===== src/rtl/instr_mem_loader_pkg.sv =====
// Shared definitions for the instruction-memory loader: state encoding,
// framing constants and the header length check.
package instr_mem_loader_pkg;

    typedef enum logic [2:0] {
        ST_IDLE,
        ST_LEN_LO,
        ST_LEN_HI,
        ST_DATA,
        ST_WRITE,
        ST_DONE,
        ST_ERROR
    } loader_state_t;

    // Length header is two bytes, little-endian word count
    localparam int HEADER_BYTES   = 2;
    // Program bytes packed into each 32-bit instruction word
    localparam int BYTES_PER_WORD = 4;

    // A header is usable only if it names at least one word and fits in memory
    function automatic logic len_ok(input logic [15:0] len, input int max_words);
        return (len != 16'd0) && (int'(len) <= max_words);
    endfunction

endpackage


===== src/rtl/instr_mem_loader.sv =====
// Streams a length-prefixed program from a byte interface into the
// instruction memory write port, holding the core while the load runs.
module instr_mem_loader
    import instr_mem_loader_pkg::*;
#(
    parameter int WordQuantity = 256,
    parameter int BitSize      = 8
) (
    input  logic        clk,
    input  logic        rst,
    input  logic        start,
    input  logic [7:0]  byte_in,
    input  logic        byte_valid,
    output logic        byte_ready,
    output logic        mem_we,
    output logic [31:0] mem_waddr,
    output logic [31:0] mem_wdata,
    output logic        cpu_hold,
    output logic        done,
    output logic        error
);

    loader_state_t      state;
    loader_state_t      state_next;
    logic [15:0]        count;
    logic [BitSize:0]   word_idx;
    logic [1:0]         byte_cnt;
    logic [23:0]        wdata_buf;
    logic [15:0]        len_full;
    logic               last_word;

    // The high length byte is combined with the stored low byte as it arrives
    assign len_full  = {byte_in, count[7:0]};
    // The word being written now is the final one when its successor index equals the count
    assign last_word = ((32'(word_idx) + 32'd1) == {16'd0, count});

    // State register, synchronous active-low reset
    always_ff @(posedge clk) begin
        if (!rst) state <= ST_IDLE;
        else      state <= state_next;
    end

    // Next-state decode and state-derived handshake/status outputs
    always_comb begin
        state_next = state;
        byte_ready = 1'b0;
        mem_we     = 1'b0;
        cpu_hold   = 1'b1;
        done       = 1'b0;
        error      = 1'b0;
        case (state)
            ST_IDLE: begin
                cpu_hold = 1'b0;
                if (start) state_next = ST_LEN_LO;
            end
            ST_LEN_LO: begin
                byte_ready = 1'b1;
                if (byte_valid) state_next = ST_LEN_HI;
            end
            ST_LEN_HI: begin
                byte_ready = 1'b1;
                if (byte_valid) begin
                    if (len_ok(len_full, WordQuantity)) state_next = ST_DATA;
                    else                                state_next = ST_ERROR;
                end
            end
            ST_DATA: begin
                byte_ready = 1'b1;
                if (byte_valid && (byte_cnt == 2'(BYTES_PER_WORD - 1))) state_next = ST_WRITE;
            end
            ST_WRITE: begin
                // A reset landing on this edge must not let the memory commit the word
                mem_we = rst;
                if (last_word) state_next = ST_DONE;
                else           state_next = ST_DATA;
            end
            ST_DONE: begin
                done     = 1'b1;
                cpu_hold = 1'b0;
                if (start) state_next = ST_LEN_LO;
            end
            ST_ERROR: begin
                error = 1'b1;
                if (start) state_next = ST_LEN_LO;
            end
            default: state_next = ST_IDLE;
        endcase
    end

    // Length capture, byte packing, word counting and the registered write port
    always_ff @(posedge clk) begin
        if (!rst) begin
            count     <= 16'd0;
            word_idx  <= '0;
            byte_cnt  <= 2'd0;
            wdata_buf <= 24'd0;
            mem_waddr <= 32'd0;
            mem_wdata <= 32'd0;
        end else begin
            case (state)
                ST_IDLE, ST_DONE, ST_ERROR: begin
                    if (start) begin
                        count     <= 16'd0;
                        word_idx  <= '0;
                        byte_cnt  <= 2'd0;
                        wdata_buf <= 24'd0;
                    end
                end
                ST_LEN_LO: begin
                    if (byte_valid) count[7:0] <= byte_in;
                end
                ST_LEN_HI: begin
                    if (byte_valid) count[15:8] <= byte_in;
                end
                ST_DATA: begin
                    if (byte_valid) begin
                        byte_cnt <= byte_cnt + 2'd1;
                        case (byte_cnt)
                            2'd0: wdata_buf[7:0]   <= byte_in;
                            2'd1: wdata_buf[15:8]  <= byte_in;
                            2'd2: wdata_buf[23:16] <= byte_in;
                            default: begin
                                mem_waddr <= 32'(word_idx) << 2;
                                mem_wdata <= {byte_in, wdata_buf};
                            end
                        endcase
                    end
                end
                ST_WRITE: begin
                    word_idx <= word_idx + {{BitSize{1'b0}}, 1'b1};
                end
                default: ;
            endcase
        end
    end

endmodule


===== config.mk =====
export PLATFORM = sky130hd
export DESIGN_NAME = instr_mem_loader
export DESIGN_NICKNAME = d
export VERILOG_FILES = /design/src/rtl/instr_mem_loader_pkg.sv /design/src/rtl/instr_mem_loader.sv
export SDC_FILE = /design/constraint.sdc
export NUM_CORES = 1
export LEC_CHECK = 0
export ABC_AREA = 1
export CAP_MARGIN = 20
export CORE_ASPECT_RATIO = 0.7
export CORE_MARGIN = 8
export CORE_UTILIZATION = 47
export CTS_CLUSTER_SIZE = 24
export DETAILED_ROUTE_END_ITERATION = 10
export PLACE_DENSITY = 0.79
export SLEW_MARGIN = 30
export SYNTH_ARGS = -nofsm -noshare
export SYNTH_HDL_FRONTEND = slang
export SYNTH_SLANG_ARGS = --single-unit

===== constraint.sdc =====
create_clock -name clk -period 1.7 [get_ports clk]
set_input_delay 0.17 -clock clk [delete_from_list [all_inputs] [get_ports clk]]
set_output_delay 0.17 -clock clk [all_outputs]
set_load 0.01 [all_outputs]

==> results of run 1 <==
final timing paths:
kind	end	depth (start not counted)	from
worst max-delay path	wdata_buf[3]	9	state[1]
worst min-delay path	count[12]	2	count[12]
worst max register to register	wdata_buf[3]	9	state[1]
worst min register to register	count[12]	2	count[12]
layout by cell type, fill, tap and decap left out, types with 4 or more instances in the layout:
master,count
a211oi_2,10
nand3_1,35
dfxtp_4,4
nor2_1,74
nand2_2,8
inv_2,7
clkbuf_16,9
a21oi_1,55
ha_1,4
buf_4,43
nor2_2,6
nand3b_1,6
conb_1,23
clkdlybuf4s50_1,52
nand4_1,5
dfxtp_2,5
dlygate4sd2_1,5
nand2_1,89
o21ai_0,44
o21ai_1,9
inv_1,33
a21oi_2,11
buf_6,5
nor2_4,7
dfxtp_1,86
o21ai_2,4
Yosys cell counts (6+ instances only):
| cell type | n |
|---|---|
| a211oi_2 | 10 |
| a21oi_1 | 62 |
| buf_2 | 8 |
| buf_4 | 24 |
| clkbuf_1 | 14 |
| dfxtp_1 | 95 |
| inv_1 | 35 |
| inv_2 | 9 |
| nand2_1 | 98 |
| nand3_1 | 39 |
| nand3b_1 | 6 |
| nor2_1 | 81 |
| o21ai_0 | 49 |
| o21ai_1 | 7 |
final cells by class:
| cell class | instances | share of cell area, % |
|---|---|---|
| timing repair inverter | 1 | 0.130 |
| tap | 124 | 2.70 |
| multi-input combinational | 409 | 38.1 |
| inverter | 44 | 3.09 |
| timing repair buffer | 108 | 17.4 |
| clock inverter | 5 | 1.15 |
| clock buffer | 11 | 4.04 |
| sequential | 95 | 33.4 |
power groups by stage:
stage	clock network, mW	registers (mW)	logic [mW]
CTS	2.07	2.64	2.31
detailed placement	0	2.66	2.28
floorplan	0	2.62	1.67
global placement	0	2.65	2.23
finish	2.04	2.66	2.80
global route	2.16	2.69	3.05
cells by family after synthesis:
kind of cell               count (synthesis)  synth area share [%]
AOI/OAI and AO/OA                        141                  19.2
adders and majority gates                  5                  1.45
buffers and inverters                     93                  11.0
DFF                                       95                  44.0
other                                      1                0.0868
and+or+nand+nor                          240                  24.2
stage by stage:
stage	cells	util [%]	setup TNS, ns	area [sq um]
after floorplan	597	-	0	4400
after global placement	772	57.4	-0.159	5170
after detailed placement	772	57.4	-1.62	5170
after CTS	788	61.3	0	5510
after global routing	797	64.0	-0.978	5760
final	797	64.0	0	5760
state kept, by name, indices dropped and copies added (netlist names):
name       count
count         16
mem_wdata     32
mem_waddr      9
wdata_buf     24
state          3
word_idx       9
byte_cnt       2
tightest hold or removal path: stages (launching register included):
cell and delay [ns]:
dfxtp_1 0.31, nand2_1 0.06, a21oi_1 0.05
layer usage:
layer	vias up	part of all wire (%)	track usage, %
met3	20	9.7	4.87
met1	1931	44	24.9
li1	2031	-	-
met2	173	44	28.6
met5	-	0	0
met4	0	1.5	6.66
what timing repair did:
action | 4_1_cts | 5_1_grt
gates cloned | 0 | 1
hold buffers | 0 | 0
gates resized for setup | 24 | 52
setup buffers | 0 | 8
pin swaps | 3 | 19
endpoints found under the setup margin | 45 | 45
==> reports/results.tsv, run 1 <==
stage	metric	value	unit
synth	synth_cell_types	30	
sta	timing.fmax	593	MHz
floorplanning	dieWidth	131	um
pwr	clockPowerShare	27.2	%
worst_setup_path	r2r_slack	0.01	ns
finish	antenna_cells	0	
clocking	cts_buffer_depth	2	
routing	wl	12000	um
pwr	p_int	4.84	mW
sta	skew	0.00486	ns
worst_setup_path	cp-end-kind	flip-flop	
floorplanning	ios	81	
clocking	tritoncts	yes	
clocking	cts_buffers	9	
clocking	root_buffer	clkbuf_16	
worst_setup_path	crit_chain	nor2_4 -> o21ai_4 -> nand2_4 -> buf_6 -> nand2_4 -> inv_6 -> a21oi_4 -> clkinvlp_4 -> a21oi_2	
synth	ys_seq_area_share	44.0	%
pwr	power_density	1300	mW/mm^2
pwr	swShare	35.4	%
floorplanning	initial_core_util	48.0	%
routing	ant_nets	0	
sta	max_slew_margin	63.6	%
worst_setup_path	cpMostUsedCell	nand2_4	
outcome	status	finished, final reports clean	
synth	synthArstFlopShare	0	%
worst_setup_path	path_max_fanout	7	
synth	netlist_area	0.00432	sq mm
placement	pre_cts_ws	-0.169	ns
placement	port-buffer-count	57	
sta	grt_setup_unrepaired	yes	
global_route	grt_pass1_vias	3840	
finish	syn2layout_area_growth	33.2	%
synth	synth_top_cell_area_share	44.0	%
synth	synth_cells	575	
finish	drive_above_1_share	21.5	%
synth	synth_edf_count	0	
worst_setup_path	cp_top_family	compound AO/OA/AOI/OAI gates	
run	cap_viol_max_count	0	
worst_setup_path	slowest_stage	dfxtp_4	
floorplanning	die_y	96.2	um
worst_setup_path	required	1.98	ns
synth	synth_area_leader_cell	dfxtp_1	
global_route	overflow	0	
synth	yosys_register_bits	95	
finish	multi_input_area	0.00219	sq mm
placement	gp_congestion	0.939	
pwr	comb_power_share	37.4	%
routing	drt_iter0_drc	425	
pwr	p_sw	2.66	mW
sta	setup_viol	0	
synth	ys.flop_type	dfxtp_1	
worst_setup_path	arrival	1.97	ns
pwr	leakage	2.34	nW
worst_setup_path	path_class	reg -> reg	
finish	layout.nets	685	
finish	nFillCells	753	
routing	firstDrtPassIters	5	
pwr	total_power	7.50	mW
routing	via_count	4155	
pwr	ir_drop	0.895	mV
synth	yosys_warnings	0	
routing	wl_per_cell	15.0	um
sta	holdWs	0.468	ns
sta	period_share	99.3	%
worst_setup_path	cp_slowest_stage_delay	0.40	ns
sta	final-hold-violation-count	0	
clocking	clock_latency	0.35	ns
worst_setup_path	startpoint_type	flip-flop	
worst_setup_path	cp.buffers_inverters	3	
global_route	antenna_found_initial	0	
floorplanning	core-area	0.00900	sq mm
floorplanning	dieArea	0.0126	sq mm
routing	vias_per_cell	5.21	
synth	yosys-top-cells-area	dfxtp_1, nand2_1, a21oi_1, nor2_1, o21ai_0	
floorplanning	rows	29	
pwr	seqPwrFrac	35.5	%
sta	fin_crit	1.69	ns
clocking	cts_num_sinks	95	
global_route	grt_max_degree	52	
sta	report.final.slew_viol_count	0	
hold_path	hold_path_class	reg -> reg	
finish	seq_area	0.00192	sq mm
sta	fin_ws	0.0124	ns
routing	route.detailed.drc	0	
global_route	grt_usage	18.6	%
clocking	htree_levels	3	
global_route	grt_pass1_wl	18500	um
synth	synth_area_per_cell	7.51	sq um
clocking	clk_pin_slew_worst_paths	0.07	ns
sta	worst_pin_slew	0.547	ns
placement	dpl.hpwl	8240	um
No activity file was read; power rests on OpenSTA's default activity.
==> inputs of run 2 (changes only) <==
Settings changed: CORE_UTILIZATION 47 to 56, GPL_ROUTABILITY_DRIVEN from default to 1, PLACE_DENSITY 0.79 to 0.88.
Clock period 1.7 ns to 2.02 ns, I/O delays scaled along.
==> reports/results.tsv, run 2 (synthesized netlist as in run 1, its figures left out) <==
stage	metric	value	unit	change
outcome	status	finished, final reports clean		unchanged
sta	report.final.slew_viol_count	0		unchanged
finish	nFillCells	590		was 753
clocking	tritoncts	yes		unchanged
clocking	cts_buffers	9		unchanged
routing	route.detailed.drc	0		unchanged
finish	final_common_cell	nand2_1		unchanged
hold_path	hold_path_class	reg -> reg		unchanged
finish	largest_reg_flops	32		unchanged
worst_setup_path	path_max_fanout	6		was 7
global_route	overflow	0		unchanged
routing	ant_nets	0		unchanged
sta	skew	0.00557	ns	was 0.00486 ns
finish	syn2layout_area_growth	19.8	%	was 33.2%
finish	layout.nets	650		was 685
placement	gp_congestion	0.918		was 0.939
clocking	clock_latency	0.37	ns	was 0.35 ns
placement	dpl.hpwl	8390	um	was 8240 um
clocking	root_buffer	clkbuf_8		was clkbuf_16
floorplanning	rows	26		was 29
routing	drt_iter0_drc	457		was 425
clocking	clk_pin_slew_worst_paths	0.10	ns	was 0.07 ns
worst_setup_path	path_class	reg -> out		was reg -> reg
clocking	htree_levels	3		unchanged
pwr	total_power	5.29	mW	was 7.50 mW
routing	wl	11700	um	was 12000 um
finish	top_register	mem_wdata		unchanged
clocking	post_cts_buffers	0		unchanged
floorplanning	dieArea	0.0108	sq mm	was 0.0126 sq mm
routing	firstDrtPassIters	5		unchanged
finish	mostFrequentLayoutCells	nand2_1, dfxtp_1, nor2_1, a21oi_1, clkdlybuf4s50_1		unchanged
routing	via_count	4149		was 4155
sta	period_share	95.3	%	
global_route	antenna_found_initial	0		unchanged
clocking	cts_num_sinks	95		unchanged
worst_setup_path	startpoint_type	flip-flop		unchanged
finish	antenna_cells	0		unchanged
sta	final-hold-violation-count	0		unchanged
finish	drive_above_1_share	13.0	%	was 21.5%
sta	fin_crit	1.92	ns	
worst_setup_path	required	1.82	ns	was 1.98 ns
worst_setup_path	arrival	1.72	ns	was 1.97 ns
floorplanning	initial_core_util	58.5	%	was 48.0%
sta	timing.fmax	520	MHz	
routing	wl_per_cell	16.0	um	was 15.0 um
global_route	grt_pass1_vias	3958		was 3840
hold_path	min_path_cells	2		unchanged
floorplanning	die_y	89.5	um	was 96.2 um
floorplanning	core-area	0.00738	sq mm	was 0.00900 sq mm
placement	port-buffer-count	57		unchanged
global_route	grt_pass1_wl	19200	um	was 18500 um
clocking	cts_buffer_depth	2		unchanged
sta	setup_viol	0		unchanged
run	cap_viol_max_count	0		unchanged
worst_setup_path	rr_worst_depth	12		was 9
sta	fin_ws	0.0957	ns	was 0.0124 ns
pwr	power_density	1020	mW/mm^2	was 1300 mW/mm^2
sta	max_slew_margin	62.5	%	was 63.6%
global_route	grt_usage	22.1	%	was 18.6%
worst_setup_path	cp-end-kind	primary output		was flip-flop
pwr	leakage	2.05	nW	was 2.34 nW
sta	worst_pin_slew	0.560	ns	was 0.547 ns
routing	vias_per_cell	5.64		was 5.21
placement	pre_cts_ws	-0.0376	ns	was -0.169 ns
floorplanning	ios	81		unchanged
finish	reg_top3	mem_wdata x32, wdata_buf x24, count x16		unchanged
pwr	ir_drop	0.616	mV	was 0.895 mV
sta	fin_setup_tns	0	ns	unchanged
global_route	grt_max_degree	52		unchanged
floorplanning	dieWidth	121	um	was 131 um
sta	holdWs	0.470	ns	was 0.468 ns
==> run 2: what timing repair did <==
action / in CTS / in global routing
endpoints found under the setup margin: 6 / 6
hold buffers: 0 / 0
resized for setup: 7 / 12
==> run 2: final timing paths <==
kind	slack, ns	from	to
setup / recovery	0.1	state[0]	mem_we
hold / removal	0.47	mem_wdata[29]	mem_wdata[29]
setup reg to reg	0.11	word_idx[1]	state[1]
hold reg to reg	0.47	mem_wdata[29]	mem_wdata[29]
==> run 2: worst max-delay path, cell delays in order (launching register included) <==
cell and delay [ns]:
dfxtp_2 0.38, nor2_4 0.16, nand2_2 0.12, nor2_2 0.14, clkdlybuf4s50_1 0.55
==> run 2: stage by stage <==
step                area [sq um]  util [%]  std cells
floorplan                   4400         -        597
global placement            4930      66.7        720
detailed placement          4930      66.7        720
CTS                         5140      69.6        736
global route                5170      70.1        736
finish                      5170      70.1        736
==> run 2: layer usage <==
metal	wire length [um]	vias up	track usage (%)	share of wire, %
li1	-	1962	-	-
met1	5030	1980	27.9	43
met2	5460	190	35.4	46
met3	1130	17	6.62	9.6
met4	135	0	7.79	1.1
met5	0	-	0	0
==> run 2: final cells by class <==
| cell class | count | area (sq um) | share of cell area [%] |
|---|---|---|---|
| clock buffer | 9 | 124 | 2.39 |
| clock inverter | 7 | 73.8 | 1.43 |
| inverter | 44 | 165 | 3.19 |
| multi-input combinational | 409 | 2070 | 40.0 |
| sequential | 95 | 1910 | 36.9 |
| tap | 98 | 123 | 2.37 |
| timing repair buffer | 74 | 711 | 13.7 |
==> run 2: where the power goes <==
part           total, mW  internal, mW  switching, mW
logic               1.81         0.617           1.20
clock network       1.25         0.485          0.764
registers           2.23          2.08          0.150
total               5.29          3.18           2.11
